### config.mk
export PLATFORM = sky130hd
export DESIGN_NAME = tag_ram_ctrl_flat
export DESIGN_NICKNAME = d
export VERILOG_FILES = /design/src/rtl/tag_ram_ctrl_if.sv /design/src/rtl/tag_ram_ctrl.sv /design/src/flat_wrapper.sv
export SDC_FILE = /design/constraint.sdc
export NUM_CORES = 1
export LEC_CHECK = 0
export ABC_AREA = 1
export CAP_MARGIN = 30
export CORE_MARGIN = 2
export CORE_UTILIZATION = 48
export DETAILED_ROUTE_END_ITERATION = 16
export PLACE_DENSITY = 0.81
export SLEW_MARGIN = 5
export SYNTH_ARGS = -nofsm -noshare
export SYNTH_HDL_FRONTEND = slang
export SYNTH_SLANG_ARGS = --single-unit
### constraint.sdc
create_clock -name clock -period 2 [get_ports clock]
set_input_delay 0.2 -clock clock [delete_from_list [all_inputs] [get_ports clock]]
set_output_delay 0.2 -clock clock [all_outputs]
set_load 0.05 [all_outputs]
### src/rtl/tag_ram_ctrl_if.sv
// Bus between the cache control logic, the tag RAM controller and the tag RAM.
// The slave modport is the controller side; master is cache control plus the RAM.
interface tag_ram_ctrl_if #(
   parameter int unsigned AWIDTH = 3,
   parameter int unsigned TWIDTH = 13,
   parameter int unsigned CNT_W  = 16
);
   localparam int unsigned DWIDTH = TWIDTH + 1;

   logic                      flush_req;
   logic                      fill_req;
   logic [TWIDTH+AWIDTH-1:0]  fill_addr;
   logic                      fill_done;
   logic                      lookup_req;
   logic [TWIDTH+AWIDTH-1:0]  lookup_addr;
   logic                      lookup_ready;
   logic                      resp_valid;
   logic                      resp_hit;
   logic                      busy;
   logic [CNT_W-1:0]          hit_count;
   logic [CNT_W-1:0]          miss_count;
   logic [AWIDTH-1:0]         ram_addr;
   logic [DWIDTH-1:0]         ram_din;
   logic                      ram_we;
   logic [DWIDTH-1:0]         ram_dout;

   modport slave (
      input  flush_req, fill_req, fill_addr, lookup_req, lookup_addr, ram_dout,
      output fill_done, lookup_ready, resp_valid, resp_hit, busy,
             hit_count, miss_count, ram_addr, ram_din, ram_we
   );

   modport master (
      output flush_req, fill_req, fill_addr, lookup_req, lookup_addr, ram_dout,
      input  fill_done, lookup_ready, resp_valid, resp_hit, busy,
             hit_count, miss_count, ram_addr, ram_din, ram_we
   );
endinterface

### src/rtl/tag_ram_ctrl.sv
// Tag RAM sequencer for a direct-mapped cache: flush, fill and lookup share the
// single RAM port; lookups return hit/miss and update saturating statistics.
module tag_ram_ctrl #(
   parameter int unsigned AWIDTH = 3,
   parameter int unsigned TWIDTH = 13,
   parameter int unsigned CNT_W  = 16
) (
   input logic           clock,
   input logic           reset,
   tag_ram_ctrl_if.slave bus
);
   localparam int unsigned DEPTH  = 1 << AWIDTH;
   localparam int unsigned DWIDTH = TWIDTH + 1;

   localparam logic [2:0] S_FLUSH = 3'd0;
   localparam logic [2:0] S_IDLE  = 3'd1;
   localparam logic [2:0] S_RD    = 3'd2;
   localparam logic [2:0] S_CMP   = 3'd3;
   localparam logic [2:0] S_WR    = 3'd4;

   logic [2:0]        r_state;
   logic [2:0]        w_state_nxt;
   logic [AWIDTH-1:0] r_cnt;
   logic [AWIDTH-1:0] r_idx;
   logic [TWIDTH-1:0] r_tag;
   logic              r_resp_valid;
   logic              r_resp_hit;
   logic              r_fill_done;
   logic [CNT_W-1:0]  r_hit_cnt;
   logic [CNT_W-1:0]  r_miss_cnt;
   logic              w_hit;

   assign w_hit = bus.ram_dout[DWIDTH-1] && (bus.ram_dout[TWIDTH-1:0] == r_tag);

   // Next-state decode; IDLE priority is flush > fill > lookup
   always_comb begin
      w_state_nxt = r_state;
      case (r_state)
         S_FLUSH: if (r_cnt == AWIDTH'(DEPTH - 1)) w_state_nxt = S_IDLE;
         S_IDLE: begin
            if (bus.flush_req)       w_state_nxt = S_FLUSH;
            else if (bus.fill_req)   w_state_nxt = S_WR;
            else if (bus.lookup_req) w_state_nxt = S_RD;
         end
         S_WR:    w_state_nxt = S_IDLE;
         S_RD:    w_state_nxt = S_CMP;
         S_CMP:   w_state_nxt = S_IDLE;
         default: w_state_nxt = S_FLUSH;
      endcase
   end

   always_ff @(posedge clock) begin
      if (reset) begin
         r_state      <= S_FLUSH;
         r_cnt        <= '0;
         r_idx        <= '0;
         r_tag        <= '0;
         r_resp_valid <= 1'b0;
         r_resp_hit   <= 1'b0;
         r_fill_done  <= 1'b0;
         r_hit_cnt    <= '0;
         r_miss_cnt   <= '0;
      end else begin
         r_state      <= w_state_nxt;
         r_resp_valid <= 1'b0;
         r_fill_done  <= 1'b0;
         case (r_state)
            S_FLUSH: r_cnt <= r_cnt + AWIDTH'(1);
            S_IDLE: begin
               if (bus.flush_req)       r_cnt <= '0;
               else if (bus.fill_req)   {r_tag, r_idx} <= bus.fill_addr;
               else if (bus.lookup_req) {r_tag, r_idx} <= bus.lookup_addr;
            end
            S_WR: r_fill_done <= 1'b1;
            S_CMP: begin
               r_resp_valid <= 1'b1;
               r_resp_hit   <= w_hit;
               // Statistics stick at all-ones instead of wrapping
               if (w_hit) begin
                  if (r_hit_cnt != {CNT_W{1'b1}}) r_hit_cnt <= r_hit_cnt + CNT_W'(1);
               end else begin
                  if (r_miss_cnt != {CNT_W{1'b1}}) r_miss_cnt <= r_miss_cnt + CNT_W'(1);
               end
            end
            default: ;
         endcase
      end
   end

   assign bus.ram_we       = (r_state == S_FLUSH) || (r_state == S_WR);
   assign bus.ram_addr     = (r_state == S_FLUSH) ? r_cnt : r_idx;
   assign bus.ram_din      = (r_state == S_WR) ? {1'b1, r_tag} : '0;
   assign bus.lookup_ready = (r_state == S_IDLE) && !bus.flush_req && !bus.fill_req;
   assign bus.busy         = (r_state != S_IDLE);
   assign bus.resp_valid   = r_resp_valid;
   assign bus.resp_hit     = r_resp_hit;
   assign bus.fill_done    = r_fill_done;
   assign bus.hit_count    = r_hit_cnt;
   assign bus.miss_count   = r_miss_cnt;
endmodule

### src/flat_wrapper.sv
// flat-port wrapper written by rule: the top's interface ports become plain ports
module tag_ram_ctrl_flat 
#(
   parameter int unsigned AWIDTH = 3,
   parameter int unsigned TWIDTH = 13,
   parameter int unsigned CNT_W  = 16
)
  (clock, reset, bus_flush_req, bus_fill_req, bus_fill_addr, bus_lookup_req, bus_lookup_addr, bus_ram_dout, bus_fill_done, bus_lookup_ready, bus_resp_valid, bus_resp_hit, bus_busy, bus_hit_count, bus_miss_count, bus_ram_addr, bus_ram_din, bus_ram_we);
  tag_ram_ctrl_if #(.AWIDTH(AWIDTH), .TWIDTH(TWIDTH), .CNT_W(CNT_W)) bus_i ();
  input logic clock;
  input logic reset;
  input wire logic [$bits(bus_i.flush_req)-1:0] bus_flush_req;
  input wire logic [$bits(bus_i.fill_req)-1:0] bus_fill_req;
  input wire logic [$bits(bus_i.fill_addr)-1:0] bus_fill_addr;
  input wire logic [$bits(bus_i.lookup_req)-1:0] bus_lookup_req;
  input wire logic [$bits(bus_i.lookup_addr)-1:0] bus_lookup_addr;
  input wire logic [$bits(bus_i.ram_dout)-1:0] bus_ram_dout;
  output wire logic [$bits(bus_i.fill_done)-1:0] bus_fill_done;
  output wire logic [$bits(bus_i.lookup_ready)-1:0] bus_lookup_ready;
  output wire logic [$bits(bus_i.resp_valid)-1:0] bus_resp_valid;
  output wire logic [$bits(bus_i.resp_hit)-1:0] bus_resp_hit;
  output wire logic [$bits(bus_i.busy)-1:0] bus_busy;
  output wire logic [$bits(bus_i.hit_count)-1:0] bus_hit_count;
  output wire logic [$bits(bus_i.miss_count)-1:0] bus_miss_count;
  output wire logic [$bits(bus_i.ram_addr)-1:0] bus_ram_addr;
  output wire logic [$bits(bus_i.ram_din)-1:0] bus_ram_din;
  output wire logic [$bits(bus_i.ram_we)-1:0] bus_ram_we;
  assign bus_i.flush_req = bus_flush_req;
  assign bus_i.fill_req = bus_fill_req;
  assign bus_i.fill_addr = bus_fill_addr;
  assign bus_i.lookup_req = bus_lookup_req;
  assign bus_i.lookup_addr = bus_lookup_addr;
  assign bus_i.ram_dout = bus_ram_dout;
  assign bus_fill_done = bus_i.fill_done;
  assign bus_lookup_ready = bus_i.lookup_ready;
  assign bus_resp_valid = bus_i.resp_valid;
  assign bus_resp_hit = bus_i.resp_hit;
  assign bus_busy = bus_i.busy;
  assign bus_hit_count = bus_i.hit_count;
  assign bus_miss_count = bus_i.miss_count;
  assign bus_ram_addr = bus_i.ram_addr;
  assign bus_ram_din = bus_i.ram_din;
  assign bus_ram_we = bus_i.ram_we;
  tag_ram_ctrl #(.AWIDTH(AWIDTH), .TWIDTH(TWIDTH), .CNT_W(CNT_W)) u_core (.clock(clock), .reset(reset), .bus(bus_i));
endmodule
==> impl_metrics.tcl <==
set metrics [dict create \
    outcome "complete, no violations" \
    crit_start "u_core.bus.hit_count[7]" \
    synth_warnings 0 \
    switching_power_mw 0.6326 \
    cts_tree "done" \
    total_power_mw 2.557 \
    grt_util_met3_pct 4.813 \
    crit_chain "clkdlybuf4s50_1" \
    fin_skew_ns 0.004663 \
    irDropWorstVdd_uv 403.9 \
    cts-resized-gates 0 \
    totalWireLength_um 10350 \
    syn2layout_area_growth_pct 40.95 \
    p_sw_share_pct 24.74 \
    p_leak_nw 2.075 \
    ctsRootBufferMaster "clkbuf_8" \
    fillCellCount 637 \
    grt_busiest_layer "met2" \
    rr_worst_depth 10 \
    cp_num_cells 1 \
    cts.clk_slew.worst_paths_ns 0.06 \
    cts.sinks 57 \
    diodes 0 \
    hp-class "in -> reg" \
    final_common_cell "nand2_1" \
    seq_power_share_pct 45.1 \
    rrSetupSlack_ns 0.15 \
    power.share.clock_pct 43.6 \
    nets 728 \
    hold_start "bus_lookup_addr[7]" \
    boundaryPins 106 \
    min_period_over_period_pct 95.70 \
    slowest_stage "clkdlybuf4s50_1" \
    cpPeakStageDelay_ns 0.87 \
    synth.avg_cell_area_sq_um 6.472 \
    crit_arrival_ns 1.71 \
    routedWlPerCell_um 13.34 \
    die_y_um 91.44 \
    dp_hpwl_um 7684 \
    hold_ws_ns 0.4229 \
    grt_start_max_net_pins 33 \
    drtPass1Iterations 4 \
    fp.coreArea_sq_um 7331 \
    numCtsBuffers 9 \
    synth_nets 622 \
    cts.hold.buffers_added 0 \
    start_util_pct 50.06 \
    start_kind "register" \
    fin_ws_ns 0.08591 \
    clockBufferDepth 2 \
    num_vias 4011 \
    path_class "reg -> out" \
    layout_common_cells "164 x nand2_1, 86 x clkdlybuf4s50_1, 57 x dfxtp_1, 55 x inv_1, 55 x nor2_1" \
    place_worst_setup_slack_ns 0.08740 \
    finalHoldViolations 0 \
    drc_errors 0 \
    final_layout_size_suffix_gt1_share_pct 17.58 \
    grt_pass1_wl_um 17240 \
    die_width_um 91.44 \
    crit_path_end "bus_hit_count[7]" \
    htreeDepth 3 \
    power_density_nw_per_um2 494.3 \
    tightest_slew_ns 0.5455 \
    cp_num_buf_inv 1 \
    async_flop_share_pct 0 \
    slew_viol_final 0 \
    antenna_found_initial 0 \
    globalRouteMet2Util_pct 44.36 \
    setup-violations-final 0 \
    finalCriticalPeriod_ns 1.914 \
    synth.cell_area_sq_um 3670 \
    grt_pass1_vias 3944 \
    ys_ff_latch 57 \
    netlist_instances 567 \
    ys.flop_type "dfxtp_1" \
    required_ns 1.80 \
    drt_iter0_markers 118 \
    rsz0062_at_grt "false" \
    rows 31 \
    internal_power_mw 1.924 \
    grtUsageTotal_pct 25.05 \
    gp_congestion 0.8649 \
    viasPerCell 5.169 \
    synth_cell_types 31 \
    postCtsSetupBuffers 0 \
    worstSetupEndpointType "output pin" \
    final_antenna_net_count 0 \
    global_route.overflow_total 0 \
    met1_usage_pct 29.57 \
    r2r-start "u_core.bus.hit_count[1]" \
    synth_edf_count 0 \
    clk_latency_ns 0.35 \
    ys_seq_area_share_pct 31.09 \
    die-area_sq_um 8360 \
    max_freq_mhz 522.4 \
    relSlewSlack_pct 63.52 \
    crit_family "buffers and inverters" \
    p_comb_share_pct 11.4 \
    port_buffers 105 \
    cap_violations 0 \
    rr_endpoint "u_core.bus.hit_count[15]" \
    cp_max_fo 6 \
]
==> synthesized netlist by cell type, drive strengths merged (4+ instances only) <==
| cell | n | area, sq um |
|---|---|---|
| nand2 | 184 | 745.7 |
| nor2 | 82 | 362.8 |
| inv | 62 | 232.7 |
| dfxtp | 57 | 1141 |
| nand4 | 35 | 240.2 |
| a21oi | 34 | 241.5 |
| o21ai | 25 | 125.1 |
| nand3 | 17 | 97.60 |
| a31oi | 16 | 100.1 |
| buf | 11 | 75.07 |
| xor2 | 11 | 96.34 |
| clkbuf | 10 | 37.54 |
| xnor2 | 6 | 52.55 |
| nor3 | 5 | 25.02 |
| ha | 4 | 50.05 |
==> cell type report <==
type	instances	area, sq um	area share (%)
clock inverter	3	40.04	0.7741
sequential	57	1141	22.06
tap	99	123.9	2.395
multi-input combinational	424	2265	43.78
timing repair buffer	116	1204	23.27
clock buffer	12	155.1	3.000
inverter	65	244.0	4.717
==> state kept, by name, summed over array words and instances, names as in the netlist <==
signal and cells:
u_core.r_state 3, u_core.bus.resp_hit 1, u_core.bus.resp_valid 1, u_core.r_idx 3, u_core.bus.fill_done 1, u_core.r_tag 13
u_core.bus.hit_count 16, u_core.bus.miss_count 16, u_core.r_cnt 3
==> worst min path at each step <==
stage	end	slack (ns)	cells after the start
after floorplan	u_core.r_idx[0]	0.36	2
after global placement	u_core.r_cnt[0]	0.47	2
after detailed placement	u_core.r_cnt[2]	0.49	2
after CTS	u_core.r_tag[4]	0.42	3
after global routing	u_core.r_tag[2]	0.44	3
final	u_core.r_tag[4]	0.42	3
==> cell families (layout without fill, tap and decap cells) <==
logic type      Yosys count  after routing  share of synthesized area [%]
xor+xnor                 17             17                          4.057
compound gates           75             75                          12.72
fa+ha+maj                 4              4                          1.364
flops                    57             57                          31.09
buf+inv                  86            196                          9.717
simple gates            328            328                          41.05
==> routing by layer <==
layer	part of all wire (%)	up-vias	routed length [um]
met1	44	1845	4583
met3	4.0	24	416
met2	49	99	5091
li1	-	2043	-
met5	0	-	0
met4	2.5	0	258
==> through the flow <==
| step | instance area [sq um] | util (%) | TNS [ns] | cells |
|---|---|---|---|---|
| 2_1_floorplan | 3766 | - | -0.3035 | 567 |
| 3_3_place_gp | 4975 | 67.86 | 0 | 761 |
| 3_5_place_dp | 4975 | 67.86 | 0 | 761 |
| 4_1_cts | 5170 | 70.52 | 0 | 776 |
| 5_1_grt | 5172 | 70.56 | 0 | 776 |
| 6_report | 5172 | 70.56 | 0 | 776 |
==> power groups by stage <==
stage,Clock (mW),Sequential [mW],Combinational (mW)
floorplan,0,1.17,0.134
global placement,0,1.18,0.283
detailed placement,0,1.18,0.287
CTS,1.13,1.15,0.290
global route,1.18,1.15,0.315
finish,1.11,1.15,0.291
Power figures use the tool's default switching activity.
